**src/rtl/dp_mc_pkg.sv**
```systemverilog
// Shared helpers for the multi-channel data path: the deterministic mix level
// (rotate left by one, then invert the LSB) and its repeated chain.
package dp_mc_pkg;

  localparam int unsigned MAX_WIDTH      = 64;
  localparam int unsigned DEF_WIDTH      = 8;
  localparam int unsigned DEF_COMB_DEPTH = 3;

  typedef logic [MAX_WIDTH-1:0] lane_t;

  function automatic lane_t width_mask(input int unsigned w);
    lane_t m;
    m = '0;
    for (int unsigned i = 0; i < MAX_WIDTH; i++) begin
      if (i < w) m[i] = 1'b1;
    end
    return m;
  endfunction

  // Lanes narrower than MAX_WIDTH ride in the low bits; w selects the ring size.
  function automatic lane_t mix_level(input lane_t x, input int unsigned w);
    lane_t m;
    lane_t v;
    lane_t r;
    m = width_mask(w);
    v = x & m;
    r = ((v << 1) | (v >> (w - 1))) & m;
    return r ^ lane_t'(1);
  endfunction

  function automatic lane_t mix_chain(input lane_t x, input int unsigned depth,
                                      input int unsigned w);
    lane_t y;
    y = x & width_mask(w);
    for (int unsigned i = 0; i < depth; i++) begin
      y = mix_level(y, w);
    end
    return y;
  endfunction

endpackage

```
**src/rtl/dp_mc_stage.sv**
```systemverilog
// One pipeline stage covering all lanes: optional per-lane mix chain followed
// by a register holding data, valid and the item's comb_en flag.
module dp_mc_stage
  import dp_mc_pkg::*;
#(
  parameter int unsigned NUM_CH     = 2,
  parameter int unsigned WIDTH      = DEF_WIDTH,
  parameter int unsigned COMB_DEPTH = DEF_COMB_DEPTH
) (
  input  logic                    clk,
  input  logic                    rst,
  input  logic                    advance,
  input  logic                    valid_i,
  input  logic                    comb_en_i,
  input  logic [NUM_CH*WIDTH-1:0] data_i,
  output logic                    valid_o,
  output logic                    comb_en_o,
  output logic [NUM_CH*WIDTH-1:0] data_o
);

  logic [NUM_CH*WIDTH-1:0] mixed;

  genvar c;
  generate
    for (c = 0; c < NUM_CH; c++) begin : g_lane
      assign mixed[c*WIDTH +: WIDTH] =
        WIDTH'(mix_chain(lane_t'(data_i[c*WIDTH +: WIDTH]), COMB_DEPTH, WIDTH));
    end
  endgenerate

  // Bubbles still move data through; only valid-qualified data matters downstream.
  always_ff @(posedge clk or negedge rst) begin
    if (!rst) begin
      valid_o   <= 1'b0;
      comb_en_o <= 1'b0;
      data_o    <= '0;
    end else if (advance) begin
      valid_o   <= valid_i;
      comb_en_o <= comb_en_i;
      data_o    <= comb_en_i ? mixed : data_i;
    end
  end

endmodule

```
**src/rtl/data_path_mc.sv**
```systemverilog
// Multi-lane data path: DATA_DEPTH stages with a global stall derived from the
// output handshake, plus a wrapping count of items delivered.
module data_path_mc
  import dp_mc_pkg::*;
#(
  parameter int unsigned NUM_CH     = 2,
  parameter int unsigned WIDTH      = DEF_WIDTH,
  parameter int unsigned DATA_DEPTH = 4,
  parameter int unsigned COMB_DEPTH = DEF_COMB_DEPTH,
  parameter int unsigned CNT_W      = 16
) (
  input  logic                    clk,
  input  logic                    rst,
  input  logic                    in_valid,
  output logic                    in_ready,
  input  logic                    in_comb_en,
  input  logic [NUM_CH*WIDTH-1:0] in_data,
  output logic                    out_valid,
  input  logic                    out_ready,
  output logic [NUM_CH*WIDTH-1:0] out_data,
  output logic [CNT_W-1:0]        out_count
);

  logic                                  stall;
  logic [DATA_DEPTH:0]                   valid_chain;
  logic [DATA_DEPTH:0]                   comb_chain;
  logic [DATA_DEPTH:0][NUM_CH*WIDTH-1:0] data_chain;
  logic                                  unused_last_comb_en;

  // Whole pipeline freezes together, so in_ready never waits on a register.
  assign stall    = out_valid & ~out_ready;
  assign in_ready = ~stall;

  assign valid_chain[0] = in_valid;
  assign comb_chain[0]  = in_comb_en;
  assign data_chain[0]  = in_data;

  genvar s;
  generate
    for (s = 0; s < DATA_DEPTH; s++) begin : g_stage
      dp_mc_stage #(
        .NUM_CH    (NUM_CH),
        .WIDTH     (WIDTH),
        .COMB_DEPTH(COMB_DEPTH)
      ) u_stage (
        .clk      (clk),
        .rst      (rst),
        .advance  (~stall),
        .valid_i  (valid_chain[s]),
        .comb_en_i(comb_chain[s]),
        .data_i   (data_chain[s]),
        .valid_o  (valid_chain[s+1]),
        .comb_en_o(comb_chain[s+1]),
        .data_o   (data_chain[s+1])
      );
    end
  endgenerate

  assign out_valid           = valid_chain[DATA_DEPTH];
  assign out_data            = data_chain[DATA_DEPTH];
  assign unused_last_comb_en = comb_chain[DATA_DEPTH];

  always_ff @(posedge clk or negedge rst) begin
    if (!rst) begin
      out_count <= '0;
    end else if (out_valid && out_ready) begin
      out_count <= out_count + CNT_W'(1);
    end
  end

endmodule

```
**config.mk**
```make
export PLATFORM = sky130hd
export DESIGN_NAME = data_path_mc
export DESIGN_NICKNAME = d
export VERILOG_FILES = /design/src/rtl/dp_mc_pkg.sv /design/src/rtl/dp_mc_stage.sv /design/src/rtl/data_path_mc.sv
export SDC_FILE = /design/constraint.sdc
export NUM_CORES = 1
export LEC_CHECK = 0
export ABC_AREA = 1
export BUFFER_PORTS_ARGS = -buffer_cell sky130_fd_sc_hd__buf_4
export CAP_MARGIN = 5
export CORE_UTILIZATION = 35
export DETAILED_ROUTE_END_ITERATION = 16
export GPL_TIMING_DRIVEN = 0
export HOLD_SLACK_MARGIN = 0.02
export PLACE_DENSITY = 0.61
export SKIP_LAST_GASP = 1
export SLEW_MARGIN = 20
export SYNTH_ARGS = -nofsm -noshare
export SYNTH_HDL_FRONTEND = slang
export SYNTH_SLANG_ARGS = --single-unit
```
**constraint.sdc**
```tcl
create_clock -name clk -period 1.6 [get_ports clk]
set_input_delay 0.32 -clock clk [delete_from_list [all_inputs] [get_ports clk]]
set_output_delay 0.32 -clock clk [all_outputs]
set_load 0.005 [all_outputs]
```
==> metrics.txt, run 1 <==
layout overhead on the synthesized area=21.5%; Slew Limit Fails=0; share of the synthesized area in the top cell type=51.8%; residual DRC count=6; worst min path class=in2async; Via density=4.73; WL final=9.16 mm; Worst-Skew Late Latency=330 ps; Most Crowded Layer GR=met2; Multi-input gate area=1580 µm²; Peak supply drop=0.577 mV; worst setup path end=in_ready; most frequent cells in the layout=nand2_1, dfrtp_1, buf_4, nor2_1, inv_1; worst clock skew=7.26 ps; drt pass-1 iters=11; fillers=1155; total grt overflow=0; launching point of the worst reg2reg path=g_stage[3].u_stage.valid_o; Setup CP Type=reg2out; Worst EP arrival=1190 ps; Worst Path Required=1280 ps; HPWL Detailed=6.66 mm; met1 GRT Util=21.9%; total number of vias=3326; wire per inst=13.0 µm; Final TNS setup=0 ps; worst reg2reg path depth=7; met3 Use GR=3.48%; number of diodes=0; area leader, netlist=dfrtp_1; DRT iter0 DRCs=132; most common cell after layout, fill and taps aside=nand2_1; CTS Hold Bufs=0; GR Util met2=25.8%; per-instance average area after synthesis=8.57 µm²; max frequency=661 MHz; worst setup path startpoint=g_stage[3].u_stage.valid_o; gr usage total=16.1%; largest net degree at the start of global routing=88; routability cong.=0.825; Synth Cell Area=4200 µm²; Num CTS Buffers=9; max cap viols=0; clock sinks=87; RSZ-0062 raised after global routing=no; worst r2r dst=g_stage[2].u_stage.data_o[14]; die area=12400 µm²; reg-to-reg slack, setup=120 ps; ANT nets after route=0; Worst slew margin=49.0%; CORE AREA=11600 µm²; endpoints failing setup=0; I/O pin cnt=55; Chip Width=112 µm; global-route wire length before repair=15.8 mm; Clock Root Buffer=clkbuf_16; Syn. warnings=0; clock tree buffer depth=2; IO Port Bufs=54; final net count=577; Final Hold Viols=0; FF/Latch Area=2180 µm²; fin util=44.1%; Slew @ Worst Pin=765 ps; sequential share of the synthesized area=51.8%; clock period minus worst slack=1510 ps; dominant cells by area after synthesis=dfrtp_1, nand2_1, o211ai_1; share of cells above drive strength 1=20.5%; initial antenna violation count=0; CTS tree=done; # rows=39; violated checks=DRC; Unique masters post-synth=29; CTS clk-pin slew, worst paths=70 ps; Syn Nets=512; CP Max Fanout=8; Crit. End Element=primary output; status=finished, violations left; CTS H-Tree Depth=3; CP Launch Type=flop; die height=112 µm; initial core utilization=36.3%; period utilisation layout=94.5%; Synth Instances=490; PwrDens=1840 nW/µm²; #FFs+latches synth=87; vias in the first global route=3262; Pleak=2.40 nW
==> synth_stat cells (all sizes together) <==
cell and number:
nor2 50, ha 1, nand2 139, mux2 2, xor2 4, o21a 5
a31oi 28, o22a 2, nor3 1, xnor2 4, nand3b 2, dfrtp 87
a21oi 3, nand3 12, clkinv 1, o21ai 32, buf 36, o211ai 30
inv 40, clkbuf 8, nand4 3
==> sequential cells by signal, summed over array words and instances (netlist names) <==
register	cells
g_stage.u_stage.data_o	64
g_stage.u_stage.comb_en_o	3
g_stage.u_stage.valid_o	4
out_count	16
==> cells by family (layout without fill, tap and decap cells) <==
family | Yosys count | in the layout | share of synthesized area [%]
AOI/OAI and AO/OA | 100 | 100 | 15.0
xor gates and xnor gates | 8 | 8 | 1.67
buffers and inverters | 85 | 155 | 10.5
DFF | 87 | 87 | 51.8
and+or+nand+nor | 207 | 207 | 20.1
adders and majority gates | 1 | 1 | 0.298
muxes | 2 | 2 | 0.536
==> critical path, stage by stage, from the launching register on <==
cell     delay (ps)
dfrtp_1         360
buf_6           150
nand2_4          90
buf_12          140
buf_4           120
==> final cells by class <==
cell class,instances,share of cell area [%]
Inverter,41,3.02
Timing Repair Buffer,55,8.17
Clock inverter,5,1.13
Tap cell,143,3.51
Multi-Input combinational cell,318,31.0
Sequential cell,87,42.7
Buffer,43,5.72
Clock buffer,11,4.76
==> power by group <==
group	internal [W]	total, W	switching (W)
Clock	0.00125	0.00209	0.000840
Sequential	0.00312	0.00374	0.000616
Combinational	0.00168	0.00354	0.00186
==> what timing repair did <==
item / 4_1_cts / 5_1_grt
buffers inserted: 1 / 0
setup endpoints to repair: 1 / 2
gates resized for setup: 2 / 1
==> worst min path at each step <==
stage                                from                            to  slack (ps)  cells after the start
5_1_grt                               rst                  out_count[6]         100                      1
2_1_floorplan                         rst  g_stage[0].u_stage.comb_en_o          20                      0
6_report                              rst                 out_count[12]          30                      1
3_3_place_gp   g_stage[2].u_stage.valid_o    g_stage[3].u_stage.valid_o         430                      2
4_1_cts                          in_valid    g_stage[0].u_stage.valid_o         220                      2
3_5_place_dp   g_stage[2].u_stage.valid_o    g_stage[3].u_stage.valid_o         440                      2
==> routing by layer <==
| metal | up-vias | routed length, µm |
|---|---|---|
| met2 | 62 | 4180 |
| met4 | 0 | 98 |
| met1 | 1537 | 4500 |
| met3 | 8 | 379 |
| met5 | - | 0 |
| li1 | 1719 | - |
==> stage by stage <==
step           setup WS [ps]  total power (W)  hold WS [ps]  std cells  cell area (µm²)
2_1_floorplan            375          0.00605          24.4        490             4200
3_3_place_gp             138          0.00723           431        687             4780
3_5_place_dp             129          0.00732           441        687             4780
4_1_cts                 43.6          0.00945           220        703             5090
5_1_grt                 20.4           0.0102          98.5        703             5100
6_report                87.5          0.00937          30.5        703             5100
(Power assumes the default switching activity.)
==> run 2, diff against run 1 <==
--- a/config.mk
+++ b/config.mk
@@ -5,7 +5,6 @@
 export SDC_FILE = /design/constraint.sdc
 export NUM_CORES = 1
 export LEC_CHECK = 0
-export ABC_AREA = 1
 export BUFFER_PORTS_ARGS = -buffer_cell sky130_fd_sc_hd__buf_4
 export CAP_MARGIN = 5
 export CORE_UTILIZATION = 35
==> metrics.txt, run 2 <==
Slew Limit Fails=0 (unchanged); vias in the first global route=2743 (-16%); Cell Area, Placed=4650 µm² (-2.7%); Syn. warnings=0 (unchanged); CTS H-Tree Depth=3 (unchanged); CTS tree=done; synth cell count leaders=nand2_1, dfrtp_1, mux2i_1; clock tree buffer depth=2 (unchanged); WL final=7.58 mm (-17%); Int Pwr=0.00624 W (+3.1%); fillers=1116 (-3.4%); Clock Power Share=25.5% (+3.2 points); DP Worst Slack=69.1 ps (-59.4 ps); initial antenna violation count=0 (unchanged); per-instance average area after synthesis=9.97 µm² (+16%); layout overhead on the synthesized area=23.8%; gr usage total=14.3% (-1.8 points); fin cells=624 (-11%); dominant cells by area after synthesis=dfrtp_1, mux2i_1, nand2_1; largest net degree at the start of global routing=88 (unchanged); status=finished, violations left; drt pass-1 iters=10 (-1); Unique masters post-synth=27 (-6.9%); Num CTS Buffers=9 (unchanged); most common cell after layout, fill and taps aside=nand2_1; DRT iter0 DRCs=68 (-48%); total number of vias=2865 (-14%); IO Port Bufs=53 (-1.9%); Worst Path Required=1280 ps (about the same); max frequency=657 MHz (-0.67%); Top reg by flops=g_stage.u_stage.data_o; Chip Width=110 µm (-1.4%); Synth Instances=409 (-17%); #FFs+latches synth=87 (unchanged); worst reg2reg path depth=7 (unchanged); CP Max Fanout=8 (unchanged); die area=12100 µm² (-2.8%); clock period minus worst slack=1520 ps (+10.2 ps); initial core utilization=35.9% (-0.44 points); Worst-Skew Late Latency=330 ps (about the same); CP Launch Type=flop; CTS clk-pin slew, worst paths=60 ps (about the same); ys async rst share=100% (unchanged); fin util=44.4% (+0.29 points); wire per inst=12.2 µm (-6.7%); Post-synth EDFFs=0 (unchanged); endpoints failing setup=0 (unchanged); Gate power share=33.8% (-4.0 points); CORE AREA=11400 µm² (-1.7%); Peak supply drop=0.832 mV (+44%); Syn Nets=431 (-16%); count leader, synth=nand2_1; number of diodes=0 (unchanged); Slew @ Worst Pin=763 ps (-1.67 ps); share of the synthesized area in the top cell type=53.4% (+1.5 points); Clock Root Buffer=clkbuf_16; Pleak=2.44 nW (+1.6%); switch share=31.7% (-3.7 points); worst min path class=in2async; NetSw=0.00289 W (-13%); ANT nets after route=0 (unchanged); Regs by FF count=g_stage.u_stage.data_o (64), out_count (16), g_stage.u_stage.valid_o (4); most frequent cells in the layout=nand2_1, dfrtp_1, buf_4, mux2i_1, o21ai_0; worst setup margin=77.3 ps (-10.2 ps); PwrDens=1810 nW/µm² (-1.5%); residual DRC count=3 (-3); total grt overflow=0 (unchanged); clock sinks=87 (unchanged); area leader, netlist=dfrtp_1; CTS Hold Bufs=0 (unchanged); Inst Count DP=605 (-12%); share of cells above drive strength 1=23.5% (+3.0 points); Worst slew margin=49.1% (+0.11 points); Synth Cell Area=4080 µm² (-2.9%); sequential share of the synthesized area=53.4% (+1.5 points); die height=110 µm (-1.4%); Via density=4.59 (-3.0%); max reg flops=64 (unchanged); sequential power share=40.8% (+0.9 points); Final Hold Viols=0 (unchanged); I/O pin cnt=55 (unchanged); routability cong.=0.734 (-11%); Main synth FF type=dfrtp_1; cell area after layout=5050 µm² (-1.0%); Worst EP arrival=1200 ps (about the same); max cap viols=0 (unchanged); RSZ-0062 raised after global routing=yes; violated checks=DRC; worst clock skew=5.48 ps (-1.78 ps); period utilisation layout=95.2% (+0.64 points); final net count=498 (-14%); global-route wire length before repair=13.2 mm (-17%); Crit. End Element=primary output; # rows=39 (unchanged); Setup CP Type=reg2out; HPWL Detailed=5.55 mm (-17%)
==> run 2: changes by cell type after synthesis, sizes merged, moves of 28 or more <==
cell,before,now
o211ai,30,0
mux2i,0,59
o21ai,32,69
nand2,139,94
nor2,50,6
a31oi,28,0
==> run 2: path summary, 6_finish.rpt <==
path	to	start	slack (ps)
worst max register to register	g_stage[3].u_stage.data_o[1]	g_stage[3].u_stage.valid_o	100
worst max-delay path	in_ready	g_stage[3].u_stage.valid_o	80
min in group clk	g_stage[0].u_stage.valid_o	in_valid	190
worst min-delay path	g_stage[3].u_stage.data_o[6]	rst	30
max in group asynchronous	g_stage[0].u_stage.data_o[14]	rst	1050
worst min register to register	g_stage[3].u_stage.valid_o	g_stage[2].u_stage.valid_o	460
==> run 2: kinds of logic (layout without fill, tap and decap cells) <==
kind of cell             count (synthesis)  in the layout  share of synthesized area [%]
adder cells (fa/ha/maj)                  1              1                          0.307
flip-flops                              87             87                           53.4
buffers and inverters                   60            132                           7.67
multiplexers                            60             60                           14.8
XOR/XNOR                                15             15                           3.22
AND/OR/NAND/NOR                        117            117                           12.2
AO/OA/AOI/OAI                           69             69                           8.47
==> run 2: metrics by stage <==
stage / hold slack [ps] / total power (W) / setup TNS (ps)
4_1_cts: 176 / 0.00921 / 0
6_report: 34.2 / 0.00913 / 0
5_1_grt: 116 / 0.00987 / -41.2
3_5_place_dp: 456 / 0.00681 / 0
3_3_place_gp: 447 / 0.00670 / 0
2_1_floorplan: 24.4 / 0.00569 / 0
==> run 2: repair_timing <==
action / in CTS / in global routing
gates resized for setup: 3 / 6
buffers inserted: 1 / 2
gates cloned: 0 / 0
pin swaps: 0 / 0
setup endpoints to repair: 1 / 21
==> run 2: area by class of cell <==
cell class	instances	area, µm²	share of cell area (%)
clock buffer	10	229	4.54
buffer	40	246	4.88
sequential	87	2180	43.1
multi-input combinational	262	1590	31.5
timing repair buffer	56	437	8.65
clock inverter	6	109	2.16
inverter	20	80.1	1.59
tap	143	179	3.54
==> run 2: metal layers <==
layer	up-vias	track usage, %	wire (µm)
met3	9	3.26	262
met5	-	0	0
met1	1330	19.3	3780
met4	0	6.57	148
met2	51	21.8	3390
li1	1475	-	-
==> run 2: worst max-delay path, cell delays in order, from the launching register on <==
cell	delay [ps]
dfrtp_1	370
nor2b_1	140
buf_4	140
clkinv_4	80
buf_4	140
==> run 2: power groups by stage <==
stage / combinational, W / clock [W] / sequential, W
6_report: 0.00308 / 0.00233 / 0.00372
3_5_place_dp: 0.00303 / 0 / 0.00378
2_1_floorplan: 0.00209 / 0 / 0.00361
4_1_cts: 0.00308 / 0.00239 / 0.00374
3_3_place_gp: 0.00296 / 0 / 0.00374
5_1_grt: 0.00352 / 0.00249 / 0.00386
==> run 3, diff against run 2 <==
==> constraint.sdc (replaced) <==
create_clock -name clk -period 1.5 [get_ports clk]
set_input_delay 0.3 -clock clk [delete_from_list [all_inputs] [get_ports clk]]
set_output_delay 0.3 -clock clk [all_outputs]
set_load 0.005 [all_outputs]
==> metrics.txt, run 3 (synthesized netlist as in run 2, its figures left out) <==
DP Worst Slack=-4.72 ps (-73.8 ps); reg-to-reg slack, setup=50 ps (-50 ps); FF/Latch Area=2180 µm² (unchanged); Worst Path Required=1720 ps (+440 ps); Multi-input gate area=1610 µm² (+1.1%); Num CTS Buffers=9 (unchanged); max cap viols=0 (unchanged); worst min path class=in2async; Final Hold Viols=0 (unchanged); routability cong.=0.734 (unchanged); I/O pin cnt=55 (unchanged); drt pass-1 iters=10 (unchanged); IO Port Bufs=53 (unchanged); vias in the first global route=2742 (-0.036%); gr usage total=14.4% (+0.026 points); Pleak=2.50 nW (+2.7%); CTS tree=done; CTS H-Tree Depth=3 (unchanged); residual DRC count=3 (unchanged); max frequency=688 MHz; worst clock skew=5.04 ps (-0.439 ps); CP Max Fanout=5 (-3); max reg flops=64 (unchanged); Top reg by flops=g_stage.u_stage.data_o; DRT iter0 DRCs=68 (unchanged); ANT nets after route=0 (unchanged); Setup CP Type=reg2reg; Clock Root Buffer=clkbuf_16; Regs by FF count=g_stage.u_stage.data_o (64), out_count (16), g_stage.u_stage.valid_o (4); clock period minus worst slack=1450 ps; total number of vias=2854 (-0.38%); launching point of the worst reg2reg path=out_count[0]; # rows=39 (unchanged); WL final=7.76 mm (+2.3%); violated checks=DRC; CTS clk-pin slew, worst paths=60 ps (about the same); Slew @ Worst Pin=761 ps (-2.30 ps); final net count=501 (+0.60%); Via density=4.55 (-0.86%); Worst EP arrival=1670 ps (+470 ps); total grt overflow=0 (unchanged); Worst-Skew Late Latency=330 ps (about the same); layout overhead on the synthesized area=25.6%; Worst slew margin=49.3% (+0.15 points); Chip Width=110 µm (unchanged); Final TNS setup=0 ps (unchanged); RSZ-0062 raised after global routing=yes; clock sinks=87 (unchanged); fin util=45.0% (+0.65 points); most common cell after layout, fill and taps aside=nand2_1; CP Launch Type=flop; worst setup margin=47.5 ps (-29.9 ps); Worst path max stage delay=420 ps (+50 ps); worst reg2reg path depth=5 (-2); share of cells above drive strength 1=25.2% (+1.7 points); Peak supply drop=0.888 mV (+6.7%); HPWL Detailed=5.55 mm (unchanged); die height=110 µm (unchanged); largest net degree at the start of global routing=88 (unchanged); initial antenna violation count=0 (unchanged); period utilisation layout=96.8%; slowest CP cell=or3_4; most frequent cells in the layout=nand2_1, dfrtp_1, buf_4, mux2i_1, o21ai_0; PwrDens=1930 nW/µm² (+6.6%); die area=12100 µm² (unchanged); total power=0.00988 W (+8.2%); CTS Hold Bufs=0 (unchanged); worst r2r dst=out_count[6]; clock tree buffer depth=2 (unchanged); endpoints failing setup=0 (unchanged); Crit. End Element=flop; CP cell instances=ha_2 > nand2_1 > or3_4 > buf_4 > xnor2_1; wire per inst=12.4 µm (+1.8%); Slew Limit Fails=0 (unchanged); worst setup path startpoint=out_count[0]; status=finished, violations left; number of diodes=0 (unchanged); global-route wire length before repair=13.2 mm (+0.11%); fillers=1105 (-0.99%); CORE AREA=11400 µm² (unchanged); initial core utilization=35.9% (unchanged)
run 3: cell count changes in the layout (fill, tap and decap cells not counted):
cell | previous run | this run
nor3_4 | 0 | 2
nor3_2 | 3 | 1
or3_1 | 1 | 0
buf_4 | 72 | 77
buf_6 | 2 | 6
or3_4 | 0 | 1
buf_2 | 13 | 8
clkbuf_4 | 1 | 0
clkbuf_1 | 7 | 2
clkbuf_2 | 1 | 6
run 3: timing repair:
item | in CTS | in global routing
pin swaps | 0 | 4
gates resized for setup | 3 | 35
endpoints found under the hold margin | 0 | 0
endpoints found under the setup margin | 1 | 71
setup buffers | 3 | 4
cloned | 0 | 0
run 3: stage by stage:
| stage | cells | hold WS, ps | instance area (µm²) |
|---|---|---|---|
| 2_1_floorplan | 409 | 4.41 | 4080 |
| 3_3_place_gp | 605 | 447 | 4650 |
| 3_5_place_dp | 605 | 456 | 4650 |
| 4_1_cts | 624 | 156 | 5030 |
| 5_1_grt | 627 | 95.8 | 5120 |
| 6_report | 627 | 14.2 | 5120 |
run 3: area by class of cell:
cell class	instances	area share [%]
Sequential cell	87	42.5
Multi-Input combinational cell	262	31.4
Timing Repair Buffer	60	9.19
Buffer	39	5.25
Clock buffer	10	4.47
Tap cell	143	3.49
Clock inverter	6	2.13
Inverter	20	1.56
run 3: how the worst max path moves through the flow:
stage,slack [ps],cells past startpoint,end
final,50,5,out_count[6]
after global routing,-50,5,out_count[14]
after CTS,-5,5,g_stage[0].u_stage.data_o[11]
after detailed placement,-5,7,g_stage[0].u_stage.data_o[12]
after global placement,-20,5,in_ready
after floorplan,90,6,out_count[12]
run 3: metal layers:
metal	vias up	GRT usage (%)	wire, µm
met5	-	0	0
met2	43	21.8	3540
met1	1324	19.4	3830
met3	9	3.26	249
met4	0	6.57	148
li1	1478	-	-
run 3: power breakdown:
group          internal [W]  switching [W]
clock               0.00162       0.000855
sequential          0.00330       0.000667
combinational       0.00183        0.00160
run 3: critical path: cells and delay by family (launching register included):
kind | cells | cell delay, ps
DFF | 1 | 390
adders and majority gates | 1 | 200
and+or+nand+nor | 2 | 470
buffers and inverters | 1 | 160
xor gates and xnor gates | 1 | 110
